## src/rtl/exe_muldiv_pkg.sv

```systemverilog
// exe_muldiv_pkg: opcodes, FSM states and operand-signedness helpers for the RV32M unit
package exe_muldiv_pkg;
  localparam int MD_ITER = 32;
  localparam logic [6:0] MD_FUNCT7 = 7'b0000001;
  typedef enum logic [2:0] {
    MD_OP_MUL, MD_OP_MULH, MD_OP_MULHSU, MD_OP_MULHU,
    MD_OP_DIV, MD_OP_DIVU, MD_OP_REM, MD_OP_REMU
  } md_op_e;
  typedef enum logic [1:0] {MD_ST_IDLE, MD_ST_CALC, MD_ST_FIX, MD_ST_DONE} md_state_e;
  function automatic logic is_div(md_op_e op);
    return op inside {MD_OP_DIV, MD_OP_DIVU, MD_OP_REM, MD_OP_REMU};
  endfunction
  function automatic logic is_rem(md_op_e op);
    return op inside {MD_OP_REM, MD_OP_REMU};
  endfunction
  function automatic logic rs1_signed(md_op_e op);
    return op inside {MD_OP_MULH, MD_OP_MULHSU, MD_OP_DIV, MD_OP_REM};
  endfunction
  function automatic logic rs2_signed(md_op_e op);
    return op inside {MD_OP_MULH, MD_OP_DIV, MD_OP_REM};
  endfunction
endpackage

```

## src/rtl/exe_muldiv_if.sv

```systemverilog
// exe_muldiv_if: request/response bundle between the EXE stage and the mul/div unit
interface exe_muldiv_if;
  logic        flush;
  logic        req_valid;
  logic [2:0]  req_op;
  logic [4:0]  req_rd_idx;
  logic [31:0] rs1_data;
  logic [31:0] rs2_data;
  logic        stall;
  logic        busy;
  logic        resp_valid;
  logic [31:0] resp_data;
  logic [4:0]  resp_rd_idx;
  modport master (
    output flush, req_valid, req_op, req_rd_idx, rs1_data, rs2_data,
    input  stall, busy, resp_valid, resp_data, resp_rd_idx
  );
  modport slave (
    input  flush, req_valid, req_op, req_rd_idx, rs1_data, rs2_data,
    output stall, busy, resp_valid, resp_data, resp_rd_idx
  );
endinterface

```

## src/rtl/exe_muldiv_md_addsub.sv

```systemverilog
// md_addsub: 33-bit add/subtract with carry-out, shared by multiply accumulate and divide trial
module md_addsub (
  input  logic [32:0] a,
  input  logic [32:0] b,
  input  logic        sub,
  output logic [32:0] sum,
  output logic        cout
);
  assign {cout, sum} = {1'b0, a} + {1'b0, sub ? ~b : b} + 34'(sub);
endmodule

```

## src/rtl/exe_muldiv.sv

```systemverilog
// exe_muldiv: iterative RV32M multiply/divide unit that stalls the front of the pipeline while busy
module exe_muldiv
  import exe_muldiv_pkg::*;
#(
  parameter int XLEN = 32
) (
  input logic clk,
  input logic rstn,
  exe_muldiv_if.slave md
);
  md_state_e state, state_nx;
  md_op_e op, op_in;
  logic [4:0] cnt, rd_idx, resp_rd_q;
  logic [2*XLEN-1:0] acc, acc_nx, prod;
  logic [XLEN-1:0] opb, a_mag, b_mag, spec_res, div_sel, div_res, res, resp_data_q;
  logic neg, neg_a, neg_b, accept, special;
  logic [XLEN:0] add_a, add_b, add_sum;
  logic add_cout;
  assign op_in = md_op_e'(md.req_op);
  assign accept = state == MD_ST_IDLE && md.req_valid && !md.flush;
  assign neg_a = rs1_signed(op_in) && md.rs1_data[XLEN-1];
  assign neg_b = rs2_signed(op_in) && md.rs2_data[XLEN-1];
  assign a_mag = neg_a ? -md.rs1_data : md.rs1_data;
  assign b_mag = neg_b ? -md.rs2_data : md.rs2_data;
  assign special = is_div(op_in) && (md.rs2_data == '0 ||
    (rs2_signed(op_in) && md.rs1_data == {1'b1, {(XLEN-1){1'b0}}} && md.rs2_data == '1));
  assign spec_res = md.rs2_data == '0 ? (is_rem(op_in) ? md.rs1_data : '1)
                                      : (is_rem(op_in) ? '0 : {1'b1, {(XLEN-1){1'b0}}});
  // Divide feeds the shifted remainder {rem, next dividend bit}; multiply adds the multiplicand when the multiplier LSB is set
  assign add_a = is_div(op) ? acc[2*XLEN-1:XLEN-1] : {1'b0, acc[2*XLEN-1:XLEN]};
  assign add_b = {1'b0, (is_div(op) || acc[0]) ? opb : {XLEN{1'b0}}};
  md_addsub u_addsub (.a(add_a), .b(add_b), .sub(is_div(op)), .sum(add_sum), .cout(add_cout));
  assign acc_nx = is_div(op)
    ? {add_cout ? add_sum[XLEN-1:0] : acc[2*XLEN-2:XLEN-1], acc[XLEN-2:0], add_cout}
    : {add_sum, acc[XLEN-1:1]};
  assign prod = neg ? -acc : acc;
  assign div_sel = is_rem(op) ? acc[2*XLEN-1:XLEN] : acc[XLEN-1:0];
  assign div_res = neg ? -div_sel : div_sel;
  assign res = is_div(op) ? div_res : (op == MD_OP_MUL ? prod[XLEN-1:0] : prod[2*XLEN-1:XLEN]);
  always_comb begin
    state_nx = state;
    state_nx = (state != MD_ST_IDLE && md.flush) ? MD_ST_IDLE :
               state == MD_ST_IDLE ? (accept ? (special ? MD_ST_DONE : MD_ST_CALC) : MD_ST_IDLE) :
               state == MD_ST_CALC ? (cnt == 5'(MD_ITER - 1) ? MD_ST_FIX : MD_ST_CALC) :
               state == MD_ST_FIX  ? MD_ST_DONE : MD_ST_IDLE;
  end
  always_ff @(posedge clk or negedge rstn) begin
    if (!rstn) begin
      state <= MD_ST_IDLE;
      op <= MD_OP_MUL;
      cnt <= '0;
      rd_idx <= '0;
      acc <= '0;
      opb <= '0;
      neg <= 1'b0;
      resp_data_q <= '0;
      resp_rd_q <= '0;
    end else begin
      state <= state_nx;
      if (accept) begin
        op <= op_in;
        rd_idx <= md.req_rd_idx;
        neg <= is_rem(op_in) ? neg_a : neg_a ^ neg_b;
        cnt <= '0;
        acc <= {{XLEN{1'b0}}, is_div(op_in) ? a_mag : b_mag};
        opb <= is_div(op_in) ? b_mag : a_mag;
      end
      if (state == MD_ST_CALC) begin
        cnt <= cnt + 5'd1;
        acc <= acc_nx;
      end
      if (accept && special) begin
        resp_data_q <= spec_res;
        resp_rd_q <= md.req_rd_idx;
      end
      if (state == MD_ST_FIX && !md.flush) begin
        resp_data_q <= res;
        resp_rd_q <= rd_idx;
      end
    end
  end
  assign md.stall = accept || state == MD_ST_CALC || state == MD_ST_FIX;
  assign md.busy = state != MD_ST_IDLE;
  assign md.resp_valid = state == MD_ST_DONE;
  assign md.resp_data = resp_data_q;
  assign md.resp_rd_idx = resp_rd_q;
endmodule

```

## src/flat_wrapper.sv

```systemverilog
// flat-port wrapper written by rule: the top's interface ports become plain ports
module exe_muldiv_flat import exe_muldiv_pkg::*;
#(
  parameter int XLEN = 32
)
  (clk, rstn, md_flush, md_req_valid, md_req_op, md_req_rd_idx, md_rs1_data, md_rs2_data, md_stall, md_busy, md_resp_valid, md_resp_data, md_resp_rd_idx);
  exe_muldiv_if md_i ();
  input logic clk;
  input logic rstn;
  input wire logic [$bits(md_i.flush)-1:0] md_flush;
  input wire logic [$bits(md_i.req_valid)-1:0] md_req_valid;
  input wire logic [$bits(md_i.req_op)-1:0] md_req_op;
  input wire logic [$bits(md_i.req_rd_idx)-1:0] md_req_rd_idx;
  input wire logic [$bits(md_i.rs1_data)-1:0] md_rs1_data;
  input wire logic [$bits(md_i.rs2_data)-1:0] md_rs2_data;
  output wire logic [$bits(md_i.stall)-1:0] md_stall;
  output wire logic [$bits(md_i.busy)-1:0] md_busy;
  output wire logic [$bits(md_i.resp_valid)-1:0] md_resp_valid;
  output wire logic [$bits(md_i.resp_data)-1:0] md_resp_data;
  output wire logic [$bits(md_i.resp_rd_idx)-1:0] md_resp_rd_idx;
  assign md_i.flush = md_flush;
  assign md_i.req_valid = md_req_valid;
  assign md_i.req_op = md_req_op;
  assign md_i.req_rd_idx = md_req_rd_idx;
  assign md_i.rs1_data = md_rs1_data;
  assign md_i.rs2_data = md_rs2_data;
  assign md_stall = md_i.stall;
  assign md_busy = md_i.busy;
  assign md_resp_valid = md_i.resp_valid;
  assign md_resp_data = md_i.resp_data;
  assign md_resp_rd_idx = md_i.resp_rd_idx;
  exe_muldiv #(.XLEN(XLEN)) u_core (.clk(clk), .rstn(rstn), .md(md_i));
endmodule
```

## config.mk

```make
export PLATFORM = sky130hd
export DESIGN_NAME = exe_muldiv_flat
export DESIGN_NICKNAME = d
export VERILOG_FILES = /design/src/rtl/exe_muldiv_pkg.sv /design/src/rtl/exe_muldiv_if.sv /design/src/rtl/exe_muldiv_md_addsub.sv /design/src/rtl/exe_muldiv.sv /design/src/flat_wrapper.sv
export SDC_FILE = /design/constraint.sdc
export NUM_CORES = 1
export LEC_CHECK = 0
export ABC_AREA = 1
export CAP_MARGIN = 20
export CORE_UTILIZATION = 45
export CTS_CLUSTER_DIAMETER = 40
export CTS_CLUSTER_SIZE = 30
export DETAILED_ROUTE_END_ITERATION = 8
export PLACE_DENSITY_LB_ADDON = 0.05
export SYNTH_ARGS = -nofsm -noshare
export SYNTH_HDL_FRONTEND = slang
export SYNTH_HIERARCHICAL = 1
export SYNTH_SLANG_ARGS = --single-unit
```

## constraint.sdc

```tcl
create_clock -name clk -period 11.65 [get_ports clk]
set_clock_uncertainty 0.1 [all_clocks]
set_input_delay 1.7475 -clock clk [delete_from_list [all_inputs] [get_ports clk]]
set_output_delay 1.7475 -clock clk [all_outputs]
set_load 0.1 [all_outputs]
```

==> flow_results.xml <==
<?xml version="1.0" encoding="UTF-8"?>
<metrics>
  <group name="critical_path">
    <metric name="timing.critical_path.mode_cell" unit="">clkdlybuf4s50_1</metric>
    <metric name="path_delay_family" unit="">buffers and inverters</metric>
    <metric name="cp_num_buf_inv" unit="">5</metric>
    <metric name="setup.worst_path.start_class" unit="">input pin</metric>
    <metric name="critical_path.max_fanout" unit="">29</metric>
    <metric name="reg2reg_to" unit="">u_core/acc[39]$_DFFE_PN0P_</metric>
    <metric name="critical_path_arrival" unit="ps">5170</metric>
    <metric name="critical_path.endpoint_type" unit="">output pin</metric>
    <metric name="slowest_stage" unit="">clkdlybuf4s50_1</metric>
    <metric name="worstPathCellList" unit="">clkdlybuf4s50_1 &gt; inv_1 &gt; nand3_1 &gt; buf_4 &gt; inv_2 &gt; nor2_1 &gt; nand2_1 &gt; clkdlybuf4s50_1</metric>
    <metric name="max_stage_delay" unit="ps">1020</metric>
    <metric name="reg2reg_from" unit="">u_core/op[2]$_DFFE_PN0P_</metric>
    <metric name="ff2ff_setup_slack" unit="ps">6110</metric>
    <metric name="worstRegToRegCells" unit="">17</metric>
    <metric name="worstPathRequired" unit="ps">9800</metric>
    <metric name="crit_type" unit="">in -&gt; out</metric>
  </group>
  <group name="clocking">
    <metric name="clk-insertion-delay-late" unit="ps">450</metric>
    <metric name="cts_buffer_depth" unit="">2</metric>
    <metric name="cts_repair_resize_count" unit="">0</metric>
    <metric name="cts_tree" unit="">done</metric>
    <metric name="cts.reportedPaths.clkPinSlew" unit="ps">70</metric>
    <metric name="numCtsBuffers" unit="">17</metric>
    <metric name="cts_setup_buffers" unit="">0</metric>
    <metric name="clock_sink_count" unit="">149</metric>
    <metric name="ctsHoldBuffers" unit="">0</metric>
    <metric name="cts-root-buf" unit="">clkbuf_16</metric>
    <metric name="cts-htree-levels" unit="">4</metric>
  </group>
  <group name="timing">
    <metric name="fin_crit" unit="ps">7013</metric>
    <metric name="timing.final.crit_share" unit="%">60.19</metric>
    <metric name="worst_slew_margin" unit="%">22.93</metric>
    <metric name="final-max-slew-violation-count" unit="">0</metric>
    <metric name="unrepaired_setup_endpoints_after_global_routing" unit="">no</metric>
    <metric name="finalSetupViolCount" unit="">0</metric>
    <metric name="worst_slew_pin_slew" unit="ps">1144</metric>
    <metric name="final_setup_margin" unit="ps">4637</metric>
    <metric name="achievable-frequency" unit="GHz">0.1426</metric>
    <metric name="hold_viol_final" unit="">0</metric>
    <metric name="accumulated_negative_setup_slack" unit="ps">0</metric>
  </group>
  <group name="yosys">
    <metric name="xor_and_xnor_fraction_of_the_mapped_netlist_area" unit="%">5.435</metric>
    <metric name="syn-cell-area" unit="µm²">17890</metric>
    <metric name="number_of_distinct_standard_cells_referenced_by_the_synthesized_netlist" unit="">51</metric>
    <metric name="synth-seq-area-share" unit="%">20.84</metric>
    <metric name="synth-simple-area-share" unit="%">41.12</metric>
    <metric name="synth_top_area_cell" unit="">nand2_1</metric>
    <metric name="synth_fa_ha_area_share" unit="%">2.840</metric>
    <metric name="syn-instance-count" unit="">3190</metric>
    <metric name="complex_gate_fraction_of_the_synthesized_area" unit="%">18.42</metric>
    <metric name="synth.mux.area_fraction" unit="%">0</metric>
    <metric name="mappedNetlistNets" unit="">3306</metric>
    <metric name="ys_flop_type" unit="">dfrtp_1</metric>
    <metric name="synth_top_family_by_area" unit="">simple AND/OR/NAND/NOR gates</metric>
    <metric name="yosys-top-cells-area" unit="">nand2_1 21%, dfrtp_1 21%, o21ai_0 8.6%</metric>
    <metric name="synth-seq-cells" unit="">149</metric>
    <metric name="synthArstFlopShare" unit="%">100.0</metric>
    <metric name="synth_enable_flop_cells" unit="">0</metric>
    <metric name="synth.avg_cell_area" unit="µm²">5.607</metric>
    <metric name="ys.warnings.count" unit="">6</metric>
    <metric name="synth_largest_type_area_fraction" unit="%">21.19</metric>
  </group>
  <group name="routing">
    <metric name="initialDrtViolationCount" unit="">2786</metric>
    <metric name="drc" unit="">0</metric>
    <metric name="finalWirelength" unit="mm">81.03</metric>
    <metric name="via_count" unit="">21823</metric>
    <metric name="drt-wirelength-per-cell" unit="µm">21.74</metric>
    <metric name="drtPass1Iterations" unit="">6</metric>
    <metric name="viasPerCell" unit="">5.854</metric>
    <metric name="ant_nets" unit="">0</metric>
  </group>
  <group name="floorplanning">
    <metric name="die_height" unit="µm">201.4</metric>
    <metric name="floorplan.rows" unit="">72</metric>
    <metric name="die_area" unit="µm²">40550</metric>
    <metric name="floorplan.io_pins" unit="">116</metric>
    <metric name="fp.coreArea" unit="µm²">38920</metric>
    <metric name="floorplan.initialDensity" unit="%">45.96</metric>
    <metric name="die_outline_width" unit="µm">201.4</metric>
  </group>
  <group name="hold_path">
    <metric name="min_to" unit="">u_core/md.resp_data[28]$_DFFE_PN0P_</metric>
    <metric name="hold_path_depth" unit="">2</metric>
    <metric name="hp-class" unit="">reg -&gt; reg</metric>
    <metric name="hold_path.startpoint" unit="">u_core/md.resp_data[28]$_DFFE_PN0P_</metric>
  </group>
  <group name="final_layout">
    <metric name="filler_cell_count" unit="">4303</metric>
    <metric name="post_route_cells_drive_above_1_share" unit="%">3.956</metric>
    <metric name="areaGrowthSynthToFinish" unit="%">10.36</metric>
    <metric name="antenna_fix_cells" unit="">0</metric>
    <metric name="layout.cells.most_common" unit="">nand2_1</metric>
    <metric name="summed_area_of_non_filler_cells_in_the_final_layout" unit="µm²">19740</metric>
    <metric name="most_frequent_cells_in_the_layout" unit="">1009 x nand2_1, 399 x nor2_1, 342 x inv_1</metric>
    <metric name="design.final.nets" unit="">3313</metric>
    <metric name="finish.utilization" unit="%">50.72</metric>
  </group>
  <group name="global_route">
    <metric name="grt_usage" unit="%">39.85</metric>
    <metric name="global_route.overflow_total" unit="">0</metric>
    <metric name="number_of_antenna_violations_at_the_first_check_in_global_routing" unit="">2</metric>
    <metric name="grt_max_degree" unit="">100</metric>
    <metric name="global_route_wire_length_before_repair" unit="mm">122.3</metric>
    <metric name="grt_pass1_vias" unit="">20323</metric>
  </group>
  <group name="placement">
    <metric name="port-buffer-count" unit="">115</metric>
    <metric name="worst_slack_at_placement" unit="ps">4761</metric>
    <metric name="final_wtd_congestion" unit="">1.083</metric>
    <metric name="placedInstanceArea" unit="µm²">19150</metric>
    <metric name="dp_hpwl" unit="mm">63.88</metric>
  </group>
  <group name="flow_run">
    <metric name="maxCapViolations" unit="">0</metric>
  </group>
  <group name="run_status">
    <metric name="run_status" unit="">completed</metric>
  </group>
</metrics>
## per-stage QoR
stage,std cells,hold slack [ps]
floorplan,3190,340.3
global placement,3694,354.3
detailed placement,3694,367.8
CTS,3726,380.7
global route,3728,391.7
finish,3728,384.2
## synth_stat cells (5+ instances only)
master	n
buf_1	21
a21oi_1	168
buf_2	25
clkbuf_1	82
inv_1	344
nand3_2	5
nor2_1	402
xor2_1	108
buf_6	9
o21ai_0	306
nand3b_1	5
buf_4	9
o21ai_1	22
o221ai_1	12
o211ai_1	37
a22oi_1	10
nor3_1	25
nand4_1	41
nand3_1	241
nand2_2	14
a31oi_1	22
nand2_1	1010
o21ai_2	7
inv_2	10
nor2_2	18
ha_1	39
o31ai_1	5
dfrtp_1	149
## cells by family after synthesis
| logic type | Yosys count |
|---|---|
| flops | 149 |
| compound gates | 604 |
| buf+inv | 504 |
| fa+ha+maj | 40 |
| other cells | 1 |
| xor+xnor | 111 |
| simple gates | 1781 |
## metal layers
metal / wire (µm) / global-route usage [%]
met1: 32350 / 51.64
met5: 24 / 0
met3: 8001 / 7.175
met4: 5418 / 23.59
met2: 35240 / 61.85
## area by class of cell
type                    instances  area [µm²]  share of cell area [%]
repair buffers                134        1323                   6.700
well taps                     518       648.1                   3.283
clock buffers                  18       429.2                   2.174
multi-input cells            2537       12140                   61.52
flip-flops and latches        149        3734                   18.91
inverters                     358        1344                   6.807
clock inverters                14       118.9                  0.6021
## flip-flops by register name, summed over array words and instances, names as in the netlist
name and cells:
u_core/acc 64, u_core/md.resp_data 32, u_core/opb 32, u_core/cnt 5
u_core/md.resp_rd_idx 5, u_core/rd_idx 5, u_core/op 3, u_core/state 2
u_core/neg 1
## how the worst max path moves through the flow
stage	start	endpoint	slack, ps	cells past startpoint
after floorplan	md_flush	md_stall	6770	6
after global placement	md_flush	md_stall	4800	8
after detailed placement	md_flush	md_stall	4760	8
after CTS	md_flush	md_stall	4740	8
after global routing	md_flush	md_stall	4490	8
final	md_flush	md_stall	4640	8
## worst min-delay path, cell delays in order, from the launching register on
cell,delay [ps]
dfrtp_1,340
nand2_1,50
nand2_1,60
Power is not shown: default switching activity piles up to over one toggle a cycle in this logic, so the estimate is an artifact.
